==> src/rtl/add_round_key_if.sv <==
// Bus between the AES round datapath/key schedule and the AddRoundKey sequencer.
// The slave modport is the sequencer; the master modport is its environment.
interface add_round_key_if #(
    parameter int ROUND_W = 4
);
    logic                  start;
    logic [15:0][7:0]      text_in;
    logic [15:0][7:0]      text_mc;
    logic [15:0][7:0]      round_key;
    logic                  rk_valid;
    logic [ROUND_W-1:0]    rk_round;
    logic                  enbmc;
    logic [15:0][7:0]      state_out;
    logic                  busy;
    logic                  done;

    modport master (
        output start, text_in, text_mc, round_key, rk_valid,
        input  rk_round, enbmc, state_out, busy, done
    );

    modport slave (
        input  start, text_in, text_mc, round_key, rk_valid,
        output rk_round, enbmc, state_out, busy, done
    );
endinterface

==> src/rtl/add_round_key_ctrl.sv <==
// AddRoundKey stage and round sequencer of the SISO AES encoder: owns the state
// register feeding SubBytes, XORs each round result with its key, drives MixColumns bypass.
module add_round_key_ctrl #(
    parameter int NR      = 10,
    parameter int ROUND_W = 4
) (
    input  logic           clk,
    input  logic           rst,
    add_round_key_if.slave bus,
    output logic [1:0]     fsm_state
);

    // Handshake: start is a request sampled only in IDLE (ignored otherwise);
    // rk_valid qualifies round_key for rk_round, and a step (ARK0 or one round)
    // completes only on a cycle where it is high, otherwise everything holds;
    // done is a single-cycle pulse with the ciphertext on state_out.
    typedef enum logic [1:0] {
        IDLE = 2'd0,
        ARK0 = 2'd1,
        RND  = 2'd2,
        DONE = 2'd3
    } fsm_e;

    fsm_e               state_q, state_d;
    logic [15:0][7:0]   text_q, text_d;
    logic [ROUND_W-1:0] round_q, round_d;
    logic               last_round;

    assign last_round = (round_q == ROUND_W'(NR));

    always_ff @(posedge clk) begin
        if (rst) begin
            state_q <= IDLE;
            text_q  <= '0;
            round_q <= '0;
        end else begin
            state_q <= state_d;
            text_q  <= text_d;
            round_q <= round_d;
        end
    end

    always_comb begin
        state_d = state_q;
        text_d  = text_q;
        round_d = round_q;
        unique case (state_q)
            IDLE: begin
                if (bus.start) begin
                    text_d  = bus.text_in;
                    round_d = '0;
                    state_d = ARK0;
                end
            end
            ARK0: begin
                if (bus.rk_valid) begin
                    text_d  = text_q ^ bus.round_key;
                    round_d = ROUND_W'(1);
                    state_d = RND;
                end
            end
            RND: begin
                if (bus.rk_valid) begin
                    text_d = bus.text_mc ^ bus.round_key;
                    // Index saturates at NR so the key schedule keeps seeing the last key.
                    if (last_round) begin
                        state_d = DONE;
                    end else begin
                        round_d = round_q + ROUND_W'(1);
                    end
                end
            end
            DONE: begin
                state_d = IDLE;
            end
            default: begin
                state_d = IDLE;
            end
        endcase
    end

    assign bus.state_out = text_q;
    assign bus.rk_round  = round_q;
    assign bus.enbmc     = !((state_q == RND) && last_round);
    assign bus.busy      = (state_q != IDLE);
    assign bus.done      = (state_q == DONE);
    assign fsm_state     = state_q;

endmodule

==> src/flat_wrapper.sv <==
// flat-port wrapper written by rule: the top's interface ports become plain ports
module add_round_key_ctrl_flat 
#(
    parameter int NR      = 10,
    parameter int ROUND_W = 4
)
  (clk, rst, fsm_state, bus_start, bus_text_in, bus_text_mc, bus_round_key, bus_rk_valid, bus_rk_round, bus_enbmc, bus_state_out, bus_busy, bus_done);
  add_round_key_if #(.ROUND_W(ROUND_W)) bus_i ();
  input  logic clk;
  input  logic rst;
  output logic [1:0] fsm_state;
  input wire logic [$bits(bus_i.start)-1:0] bus_start;
  input wire logic [$bits(bus_i.text_in)-1:0] bus_text_in;
  input wire logic [$bits(bus_i.text_mc)-1:0] bus_text_mc;
  input wire logic [$bits(bus_i.round_key)-1:0] bus_round_key;
  input wire logic [$bits(bus_i.rk_valid)-1:0] bus_rk_valid;
  output wire logic [$bits(bus_i.rk_round)-1:0] bus_rk_round;
  output wire logic [$bits(bus_i.enbmc)-1:0] bus_enbmc;
  output wire logic [$bits(bus_i.state_out)-1:0] bus_state_out;
  output wire logic [$bits(bus_i.busy)-1:0] bus_busy;
  output wire logic [$bits(bus_i.done)-1:0] bus_done;
  assign bus_i.start = bus_start;
  assign bus_i.text_in = bus_text_in;
  assign bus_i.text_mc = bus_text_mc;
  assign bus_i.round_key = bus_round_key;
  assign bus_i.rk_valid = bus_rk_valid;
  assign bus_rk_round = bus_i.rk_round;
  assign bus_enbmc = bus_i.enbmc;
  assign bus_state_out = bus_i.state_out;
  assign bus_busy = bus_i.busy;
  assign bus_done = bus_i.done;
  add_round_key_ctrl #(.NR(NR), .ROUND_W(ROUND_W)) u_core (.clk(clk), .rst(rst), .bus(bus_i), .fsm_state(fsm_state));
endmodule
==> config.mk <==
export PLATFORM = sky130hd
export DESIGN_NAME = add_round_key_ctrl_flat
export DESIGN_NICKNAME = d
export VERILOG_FILES = /design/src/rtl/add_round_key_if.sv /design/src/rtl/add_round_key_ctrl.sv /design/src/flat_wrapper.sv
export SDC_FILE = /design/constraint.sdc
export NUM_CORES = 1
export LEC_CHECK = 0
export CAP_MARGIN = 10
export CORE_AREA = 4 4 204 206
export DETAILED_ROUTE_END_ITERATION = 7
export DIE_AREA = 0 0 208 210
export GPL_ROUTABILITY_DRIVEN = 0
export HOLD_SLACK_MARGIN = 0.1
export PLACE_DENSITY = 0.57
export SYNTH_ARGS = -nofsm -noshare
export SYNTH_HDL_FRONTEND = slang
export SYNTH_SLANG_ARGS = --single-unit
export TNS_END_PERCENT = 20
==> constraint.sdc <==
create_clock -name clk -period 3.9 [get_ports clk]
set_clock_uncertainty 0.1 [all_clocks]
set_input_delay 0.585 -clock clk [delete_from_list [all_inputs] [get_ports clk]]
set_output_delay 0.585 -clock clk [all_outputs]
set_load 0.01 [all_outputs]
**Yosys cells after proc, flatten, opt, wreduce, memory -nomap -nowiden**

Cells that the tools add are included.

- Register bits: 134
- Output and inout port bits: 137

- Reduce and logical (&&, ||, !) cells: 8
- Equal/unequal tests: 9
- Add/subtract/negate cells: 1
- Multiplexer cells: 14
- Bitwise gates (word level): 2

Operators with widths:

| cell | number |
|---|---|
| two-way mux 128 bit | 3 |
| case mux 128 bit (3 select lines) | 1 |
| bitwise XOR 128 bit | 2 |
| two-way mux 4 bit | 4 |
| case mux 4 bit (3 select lines) | 1 |
| two-way mux 2 bit | 4 |
| inequality test 2 bit (second input constant) | 4 |
| case mux 2 bit (4 select lines) | 1 |
| AND reduction 4 bit | 2 |
| AND reduction 5 bit | 1 |
| adder 4 x 1 -> 4 bit (second input constant) | 1 |
| equality test 2 bit (second input constant) | 2 |
| equality test 4 bit (second input constant) | 1 |
| nonzero test 3 bit | 1 |
| equality test 2 x 1 -> 1 bit (second input constant) | 1 |
| logical NOT 2 bit | 1 |
| inequality test 2 x 1 -> 1 bit (second input constant) | 1 |
| nonzero test 2 bit | 1 |
| logical AND 1 bit | 1 |
| logical NOT 1 bit | 1 |

**Logic depth before layout (Yosys ltp)**

- Depth after elaboration: 4
- Mapped depth: 9

**Worst setup path after synthesis**

No wires, ideal clock.

- Path type: register to register
- Start point: register u_core.state_q[0] (netlist: u_core.fsm_state[0])
- End point: register u_core.text_q (netlist bit u_core.bus.state_out[100])
- Path slack: 1.780 ns
- Library setup time: 0.095 ns
- Buffers on the path: 4
- Required time: 3.705 ns
- Data arrival time: 1.925 ns
- Stages on the path, launching flop included: 10
- Path through: dfxtp_1 -> inv_1 -> ha_1 -> buf_4 -> buf_6 -> buf_2 -> buf_2 -> nand2_1 -> mux2_2 -> a221oi_1

- Word-level cells in the longest chain between the ends: 3
- Elaborated cells between the ends (all ways): 9

RTL lines:

| item | line | text |
|---|---|---|
| from (decl) | add_round_key_ctrl.sv:24 | `fsm_e state_q, state_d;` |
| from (signal assigned) | add_round_key_ctrl.sv:37 | `state_q <= state_d;` |
| equality test 2 bit, or another cell as far along | add_round_key_ctrl.sv:47 | `unique case (state_q)` |
| inequality test 2 bit (no source line) / nonzero test 3 bit (equally long branches) | -- |  |
| AND reduction 4 bit (no source line) | -- |  |
| to (signal assigned) | add_round_key_ctrl.sv:38 | `text_q <= text_d;` |
| to (decl) | add_round_key_ctrl.sv:25 | `logic [15:0][7:0] text_q, text_d;` |

Parallel ways exist; a longest one is shown, timed or not.
A chain may end at the register's enable or synchronous reset.

**Worst setup path in the final report**

- Start point: register u_core.state_q[0] (netlist: u_core.fsm_state[0])
- End point: output port bus_enbmc

- Word-level cells in the longest chain between the ends: 3

RTL lines:

| item | line | text |
|---|---|---|
| equality test 2 bit | add_round_key_ctrl.sv:84 | `assign bus.enbmc = !((state_q == RND) && last_round);` |
| logical AND 1 bit | add_round_key_ctrl.sv:84 |  |
| logical NOT 1 bit | add_round_key_ctrl.sv:84 |  |
| to (decl) | flat_wrapper.sv:18 | `output wire logic [$bits(bus_i.enbmc)-1:0] bus_enbmc;` |

Every way passes these cells.

==> impl_metrics.py <==
metrics = {
    "route": {
        "routed-via-count": 11300,
        "wl_met2_um": 22800,
        "wirelength_met1_um": 19600,
        "routedWlPerCell_um": 21.6,
        "drt-initial-drc-count": 626,
        "wl_met3_um": 3740,
        "vias_per_cell": 5.18,
        "drc": 0,
        "ant_nets": 0,
        "dr.pass1.iters": 5,
        "top_layer_used": "met5",
        "wl_um": 47100,
    },
    "die": {
        "num_rows": 73,
        "die_h_um": 210,
        "start_util_pct": 26.2,
        "ioPinCount": 525,
        "die-area_um2": 43700,
        "core_area_um2": 39600,
        "die_w_um": 208,
    },
    "global_route": {
        "grt_pass1_vias": 11300,
        "grt_max_degree": 125,
        "track_usage_pct": 20.3,
        "antenna_found_initial": 7,
        "grt_pass1_wl_um": 70000,
        "grt_remaining_overflow": 0,
    },
    "sta": {
        "worst_slack_ns": 0.701,
        "rsz0062_at_grt": "false",
        "timing.fmax_ghz": 0.313,
        "timing.hold.ws_ns": 0.380,
        "slew_headroom_pct": 43.4,
        "period_share_pct": 82.0,
        "tns_ns": 0,
        "period_needed_ns": 3.20,
        "hold_viol": 0,
        "setup_viol": 0,
        "drv_slew": 0,
        "worst_slew_pin_slew_ns": 0.849,
    },
    "logic_synthesis": {
        "syn_nets": 1603,
        "yosysSeqAreaShare_pct": 25.8,
        "syn_area_um2": 10400,
        "ys_async_sr_fraction_pct": 0,
        "netlist_instances": 1207,
        "synth_edf_count": 0,
        "ys.warnings.count": 0,
        "synth_ff_type": "dfxtp_1",
        "synth_area_per_cell_um2": 8.61,
        "synth_cell_type_count": 33,
        "ys_seq_elements": 134,
    },
    "worst_hold_path": {
        "hp-class": "register to register",
    },
    "clock_network": {
        "cts_tree": "built",
        "cts_buffers": 17,
        "hold_buffers": 0,
        "cts_sinks": 134,
        "root_buffer": "clkbuf_16",
        "clock_path_buffers": 2,
        "cts-htree-levels": 4,
        "clk_pin_slew_ns": 0.06,
        "cts_setup_buffers": 0,
        "clock_latency_ns": 0.43,
        "ctsResizeCount": 0,
    },
    "job": {
        "maxCapViolations": 0,
    },
    "placed_design": {
        "dpl.hpwl_um": 33200,
        "port_buffers": 524,
        "post-place-ws_ns": 0.857,
    },
    "setup_path": {
        "crit_arrival_ns": 2.51,
        "critPathCaptureType": "output port",
        "crit_type": "register to output port",
        "crit_path_start_kind": "register",
        "cp.required_ns": 3.21,
        "worstPathMaxFanout": 27,
    },
    "outcome": {
        "status": "finished, final reports clean",
    },
    "final_layout": {
        "nets": 2038,
        "multi_input_area_um2": 6650,
        "fillCellCount": 3906,
        "layout.area.seq_um2": 2680,
        "area_growth_pct": 59.8,
        "final_layout_size_suffix_gt1_share_pct": 8.46,
    },
    "pwr": {
        "powerDensity_nw_per_um2": 755,
        "total_leakage_power_nw": 5.36,
        "totalPowerFinal_mw": 12.5,
        "ir_drop_mv": 1.34,
    },
}
cell families (layout without fill, tap and decap cells):
kind of cell    Yosys count  in the layout  synth area share (%)
simple gates            275            275                  13.5
mux                     260            260                  26.6
fa+ha+maj                 8              8                 0.964
compound gates          265            265                  22.3
other cells               0              3                     0
flops                   134            134                  25.8
buf+inv                 265            712                  10.8
layout make-up:
type                            instances  share of cell area [%]
Inverter                              136                    3.09
Clock inverter                          8                   0.580
Clock buffer                           23                    3.00
Multi-Input combinational cell        808                    40.0
Tap cell                              525                    3.96
Sequential cell                       134                    16.2
Antenna cell                            3                  0.0452
Timing Repair Buffer                  545                    33.1
per-stage QoR:
step | cells | utilization (%) | instance area (µm²)
floorplan | 1207 | - | 10400
global placement | 2148 | 40.4 | 16000
detailed placement | 2148 | 40.4 | 16000
CTS | 2179 | 41.9 | 16600
global route | 2182 | 41.9 | 16600
finish | 2182 | 41.9 | 16600
power breakdown:
| group | switching, mW | internal, mW | total (mW) |
|---|---|---|---|
| sequential | 0.583 | 2.04 | 2.62 |
| clock | 0.686 | 1.02 | 1.71 |
| combinational | 4.29 | 3.92 | 8.21 |
| total | 5.56 | 6.98 | 12.5 |
placed cells by master (no fill, tap or decap), types with 2 or more instances in the layout:
master and count:
nand3_1 2, mux2_2 81, nand3b_1 2, nor2b_1 4, o41ai_1 2, dfxtp_1 134, clkbuf_16 17, nand2b_1 130
a2111oi_0 128, diode_2 3, inv_1 135, buf_12 8, clkbuf_8 5, ha_4 3, ha_1 5, mux2_1 50
mux2i_1 129, clkdlybuf4s50_1 523, a221oi_1 128, buf_4 14, bufinv_16 2, nand2_1 129, clkinv_2 4
state kept, by name, summed over array words and instances (netlist names):
register / flops
u_core.fsm_state: 2
u_core.bus.rk_round: 4
u_core.bus.state_out: 128
worst paths after layout:
kind / from / to / slack, ns / cells past startpoint
worst max register to register: u_core.fsm_state[0]$_SDFFE_PP0P_ / u_core.bus.state_out[18]$_SDFFE_PP0P_ / 0.87 / 6
worst max-delay path: u_core.fsm_state[0]$_SDFFE_PP0P_ / bus_enbmc / 0.70 / 5
worst min-delay path: u_core.bus.state_out[60]$_SDFFE_PP0P_ / u_core.bus.state_out[60]$_SDFFE_PP0P_ / 0.38 / 2
worst min register to register: u_core.bus.state_out[60]$_SDFFE_PP0P_ / u_core.bus.state_out[60]$_SDFFE_PP0P_ / 0.38 / 2
cells in the mapped netlist, types with 2 or more instances:
cell type,n,area (µm²)
nor2b_1,5,31.3
nand3b_1,2,15.0
ha_1,8,100
buf_1,2,7.51
inv_1,136,510
buf_2,23,115
buf_4,7,52.6
a221oi_1,128,1120
mux2i_1,129,1290
mux2_2,81,912
nand2b_1,130,813
buf_6,2,22.5
nand3_1,3,15.0
buf_8,5,75.1
a2111oi_0,128,1120
dfxtp_1,134,2680
clkbuf_1,90,338
nand2_1,129,484
mux2_1,50,563
o41ai_1,2,17.5
critical path, stage by stage (launching register included):
cell             delay (ns)
dfxtp_1                0.39
inv_1                  0.23
ha_4                   0.51
and4b_1                0.33
inv_1                  0.09
clkdlybuf4s50_1        0.52
metal layers:
layer  vias to the layer above  GRT usage, %
met4                         8          5.62
met1                      5435          25.0
met3                        50          6.55
met2                       465          34.3
li1                       5344             -
met5                         -             0
Note: power is estimated with default switching activity, not from simulation.
